<file path="src/rtl/cnn_pkg.sv">
// Shared CNN control package.
// Holds the control-FSM state encoding used by both the FIFO fill and the
// FIFO drain controllers, so the two blocks always agree on the values
// reported on their state ports.
package cnn_pkg;

  typedef enum logic [2:0] {
    IDLE      = 3'd0,
    WAIT_FILL = 3'd1,
    DRAIN     = 3'd2,
    FLUSH     = 3'd3,
    DONE      = 3'd4
  } ctrl_state_t;

endpackage

</file>
<file path="src/rtl/fifo_row_mask.sv">
// Skew-mask generator for the systolic-array row FIFOs.
// Row i is read while i <= t < i + len, which staggers the rows by one
// cycle each so data enters the array diagonally.
// Ports:
//   t    - skew counter (dim_data_size+1 bits)
//   len  - captured drain length (reads per row)
//   mask - one bit per row, 1 when that row is in its read window
module fifo_row_mask #(
  parameter int array_size    = 9,
  parameter int dim_data_size = 8
) (
  input  logic [dim_data_size:0]   t,
  input  logic [dim_data_size-1:0] len,
  output logic [array_size-1:0]    mask
);

  localparam int W = dim_data_size + 1;

  // The upper bound i + len needs the extra counter bit: with
  // array_size <= 2**dim_data_size it never exceeds 2**W - 2.
  for (genvar i = 0; i < array_size; i++) begin : g_row
    assign mask[i] = (t >= W'(i)) && (t < ({1'b0, len} + W'(i)));
  end

endmodule

</file>
<file path="src/rtl/fifo_drain_control.sv">
// FIFO drain controller.
// Waits for the fill controller to finish, then reads each row FIFO
// drain_length times with a one-cycle skew per row. Any masked row that
// is empty stalls the whole pattern for that cycle, so every row still
// gets exactly drain_length strobes. valid_out follows the read strobes
// by one clock to line up with the FIFO read data.
// Ports:
//   clk, reset       - clock, asynchronous active-high reset
//   enable           - level request to run one drain pass
//   fill_done        - fill controller completion level
//   drain_length     - reads per row FIFO, captured at pass start
//   fifo_empty       - per-row empty flags
//   read_enable_out  - per-row read strobes
//   valid_out        - per-row data valid (read strobes delayed by 1)
//   state            - current FSM state encoding
//   completed        - high while the pass is finished (DONE)
module fifo_drain_control
  import cnn_pkg::*;
#(
  parameter int array_size    = 9,
  parameter int dim_data_size = 8
) (
  input  logic                     clk,
  input  logic                     reset,
  input  logic                     enable,
  input  logic                     fill_done,
  input  logic [dim_data_size-1:0] drain_length,
  input  logic [array_size-1:0]    fifo_empty,
  output logic [array_size-1:0]    read_enable_out,
  output logic [array_size-1:0]    valid_out,
  output logic [2:0]               state,
  output logic                     completed
);

  localparam int W = dim_data_size + 1;

  if (array_size > (1 << dim_data_size)) begin : g_size_check
    $error("fifo_drain_control: array_size must not exceed 2**dim_data_size");
  end

  ctrl_state_t               cur_state;
  ctrl_state_t               nxt_state;
  logic [W-1:0]              t;
  logic [W-1:0]              t_inc;
  logic [W-1:0]              t_last;
  logic [dim_data_size-1:0]  len;
  logic [array_size-1:0]     mask;
  logic                      stall;
  logic                      start_drain;

  fifo_row_mask #(
    .array_size    (array_size),
    .dim_data_size (dim_data_size)
  ) u_row_mask (
    .t    (t),
    .len  (len),
    .mask (mask)
  );

  assign state       = cur_state;
  assign t_inc       = t + W'(1);
  // The last strobe cycle is t = len + array_size - 2; leaving DRAIN when
  // the incremented count would hit len + array_size - 1.
  assign t_last      = {1'b0, len} + W'(array_size - 1);
  assign start_drain = (cur_state == WAIT_FILL) && fill_done && (drain_length != '0);

  always_comb begin
    nxt_state       = cur_state;
    read_enable_out = '0;
    completed       = 1'b0;
    stall           = 1'b0;
    case (cur_state)
      IDLE: begin
        if (enable) nxt_state = WAIT_FILL;
      end
      WAIT_FILL: begin
        if (fill_done) nxt_state = (drain_length != '0) ? DRAIN : DONE;
      end
      DRAIN: begin
        stall = |(mask & fifo_empty);
        if (!stall) begin
          read_enable_out = mask;
          if (t_inc == t_last) nxt_state = FLUSH;
        end
      end
      FLUSH: begin
        nxt_state = DONE;
      end
      DONE: begin
        completed = 1'b1;
        if (!enable) nxt_state = IDLE;
      end
      default: begin
        nxt_state = IDLE;
      end
    endcase
  end

  always_ff @(posedge clk or posedge reset) begin
    if (reset) begin
      cur_state <= IDLE;
    end else begin
      cur_state <= nxt_state;
    end
  end

  // Counter, length capture and one-cycle valid delay.
  always_ff @(posedge clk or posedge reset) begin
    if (reset) begin
      t         <= '0;
      len       <= '0;
      valid_out <= '0;
    end else begin
      valid_out <= read_enable_out;
      if (start_drain) begin
        len <= drain_length;
        t   <= '0;
      end else if (cur_state == DRAIN && !stall) begin
        t <= t_inc;
      end
    end
  end

endmodule

</file>
<file path="config.mk">
export PLATFORM = sky130hd
export DESIGN_NAME = fifo_drain_control
export DESIGN_NICKNAME = d
export VERILOG_FILES = /design/src/rtl/cnn_pkg.sv /design/src/rtl/fifo_row_mask.sv /design/src/rtl/fifo_drain_control.sv
export SDC_FILE = /design/constraint.sdc
export NUM_CORES = 1
export LEC_CHECK = 0
export CAP_MARGIN = 10
export CORE_ASPECT_RATIO = 0.7
export CORE_MARGIN = 4
export CORE_UTILIZATION = 54
export CTS_BUF_LIST = sky130_fd_sc_hd__clkbuf_2 sky130_fd_sc_hd__clkbuf_4 sky130_fd_sc_hd__clkbuf_8
export CTS_CLUSTER_DIAMETER = 80
export DETAILED_ROUTE_END_ITERATION = 7
export PLACE_DENSITY = 0.81
export SLEW_MARGIN = 20
export SYNTH_ARGS = -nofsm -noshare
export SYNTH_HDL_FRONTEND = slang
export SYNTH_SLANG_ARGS = --single-unit
</file>
<file path="constraint.sdc">
create_clock -name clk -period 3.9 [get_ports clk]
set_clock_uncertainty 0.1 [all_clocks]
set_input_delay 0.39 -clock clk [delete_from_list [all_inputs] [get_ports clk]]
set_output_delay 0.39 -clock clk [all_outputs]
set_load 0.02 [all_outputs]
</file>
==> results.toml <==
[synth]
yosysMostFrequentCell = "ha_1"
synth_area_leaders = "ha_1 (27%), dfrtp_1 (19%), xnor2_1 (10%)"
synth_fp_nets = 554
synth_xor_area_share_pct = 11.4
async_reset_ff_share_pct = 100
ys_dominant_reg_cell = "dfrtp_1"
synth_cells = 450
synth_edf_count = 0
synth_top_family_by_area = "adder cells"
syn_area_sq_um = 3900
synth-simple-area-share_pct = 19.0
yosysTopAreaCell = "ha_1"
synth_fa_ha_area_share_pct = 26.6
ys_seq_area_share_pct = 18.6
synth_compound_area_share_pct = 16.0
synth_area_per_cell_sq_um = 8.67
synthTopCellsByCount = "ha_1 (83), xnor2_1 (45), dfrtp_1 (29), nor2_1 (29), nand2_1 (28)"
yosysTopAreaCellShare_pct = 26.6
yosysUniqueCellTypes = 54
ys_seq_elements = 29
synth_mux_area_share_pct = 3.08
ys_warn_count = 0

[clocking]
cts_root_buf = "clkbuf_8"
clkTransAtPathRegs_ps = 70
tritoncts = "built"
cts_buffer_depth = 2
cts_made_buffers = 5
h-tree-depth = 2
clkLatencyLatePin_ps = 290
clock_sinks = 29
holdBufCountCts = 0

[route]
wirelength_mm = 13.1
via_count = 4114
via_per_inst = 6.04
wl_per_cell_um = 19.3
post-route-drc-count = 0
postRouteAntennaNets = 0
first_pass_iters = 5
drtIter0Drc = 375

[place]
dp_hpwl_mm = 10.5
dp_slack_ps = -494
portBuffers = 42
dp.cells = 664
place.gp.congestion = 0.975

[floorplanning]
io_pins = 43
coreArea_sq_um = 6880
dieArea_sq_um = 8670
start_util_pct = 56.7
die_y_um = 79.1
rows = 25
fp.dieW_um = 110

[worst_setup_path]
critPathCaptureType = "primary output"
r2r_slack_ps = 270
critical_path_class = "flop to primary output"
cp_data_required_time_ps = 3410
cp_data_arrival_time_ps = 3710
critPathMaxFanout = 7
startpoint_type = "flop"

[power]
pwr_density_cell_nw_per_um2 = 703
power_leakage_nw = 2.57
switching_share_pct = 47.4
p_sw_mw = 1.82
pwr-share-comb_pct = 80.8
p_seq_share_pct = 11.9
ir_drop_mv = 0.609
intPower_mw = 2.02
power_mw = 3.84
clock_power_share_pct = 7.3

[timing]
timing.hold.ws_ps = 400
worstMarginPinSlew_ps = 673
period_share_pct = 108
drv_slew = 0
setup_slack_ps = -297
rsz0062_at_grt = "yes"
clock.fmax_mhz = 238
period_needed_ps = 4200
setup_viol = 9
slew_headroom_pct = 54.6
hold_violations = 0

[finish]
nFillCells = 472
multi_input_area_sq_um = 3170
instances_no_fill = 681
diodes = 0
area_growth_syn_to_layout_pct = 40.2
fin_util_pct = 79.5
finish.net_count = 690
regArea_sq_um = 728
drive_above_1_share_pct = 30.0

[run]
cap_violations = 0

[global_route]
grt_usage_pct = 31.7
overflow = 0
antenna_found_initial = 0
grt_max_degree = 30
grt_pass1_wl_mm = 20.9
grt_pass1_vias = 4028

[status]
outcome = "finished with violations"
violations = "setup timing"

[worst_hold_path]
min_path_type = "input pin to async pin"
## placed cells by master, fill, tap and decap left out, types with 4 or more instances in the layout
cell type	n
nand2_1	28
dfrtp_1	27
nand3_1	14
a211oi_1	9
a21o_1	4
buf_4	107
nor2_1	23
xnor2_1	44
and3_1	7
o21ai_0	17
a21oi_1	18
a21oi_2	4
clkdlybuf4s50_1	33
inv_1	20
nor3_1	5
ha_1	79
nand4_1	13
a31o_2	7
buf_6	7
clkbuf_8	6
nor2b_1	7
nand2b_1	11
mux2_2	8
xor2_1	6
a2111oi_0	8
nor2_4	4
## power by group through the flow
stage / Combinational, mW / Sequential (mW) / Clock [mW]
finish: 3.10 / 0.458 / 0.282
global route: 3.36 / 0.466 / 0.300
CTS: 2.97 / 0.456 / 0.282
detailed placement: 2.82 / 0.462 / 0
global placement: 2.72 / 0.456 / 0
floorplan: 1.67 / 0.495 / 0
## kinds of logic (layout without fill, tap and decap cells)
logic type | count (synthesis) | in the layout
buf+inv | 46 | 183
xor+xnor | 51 | 51
fa+ha+maj | 83 | 83
compound gates | 92 | 92
simple gates | 138 | 138
mux | 11 | 11
flops | 29 | 29
## sequential cells by signal (all words and copies together) (netlist names)
register   cells
len            8
valid_out      9
t              9
state          3
## worst max-delay path: stages, from the launching register on
cell	delay, ps
dfrtp_2	460
ha_4	200
xnor2_2	140
ha_1	300
nand2_1	70
a211o_1	260
a311oi_4	360
nor4b_2	90
or4_4	550
or3_4	470
nor4_4	320
buf_4	190
## repair_timing
action / in CTS / in global routing
endpoints found under the setup margin: 9 / 9
resized for setup: 57 / 14
setup buffers: 6 / 3
pin swaps: 3 / 8
## final timing paths
kind / from / to / cells after the start
setup / recovery: len[3]$_DFFE_PP0P_ / read_enable_out[4] / 11
hold / removal: reset / t[5]$_DFFE_PP0P_ / 2
setup reg to reg: len[3]$_DFFE_PP0P_ / valid_out[4]$_DFF_PP0_ / 12
hold reg to reg: state[2]$_DFFE_PP0P_ / state[0]$_DFFE_PP0P_ / 1
max in group asynchronous: reset / len[3]$_DFFE_PP0P_ / 2
min in group clk: state[2]$_DFFE_PP0P_ / state[0]$_DFFE_PP0P_ / 1
## through the flow
| step | setup TNS, ps | area, sq um |
|---|---|---|
| 2_1_floorplan | -105 | 4030 |
| 3_3_place_gp | -3550 | 5170 |
| 3_5_place_dp | -4070 | 5170 |
| 4_1_cts | -1720 | 5390 |
| 5_1_grt | -2860 | 5470 |
| 6_report | -2050 | 5470 |
## area by class of cell
cell class / instances / area share [%]
Multi-Input combinational cell: 375 / 58.0
Tap cell: 94 / 2.15
Sequential cell: 29 / 13.3
Timing Repair Buffer: 149 / 22.9
Clock buffer: 8 / 1.78
Inverter: 26 / 1.83
## metal layers
layer | share of wire [%] | track usage [%] | up-vias | wire [um]
li1 | - | - | 1912 | -
met1 | 44 | 44.0 | 1950 | 5730
met2 | 44 | 49.7 | 213 | 5820
met3 | 9.1 | 4.71 | 39 | 1190
met4 | 3.0 | 11.5 | 0 | 388
met5 | 0 | 0 | - | 0
Note: power is estimated with default switching activity, not from simulation.
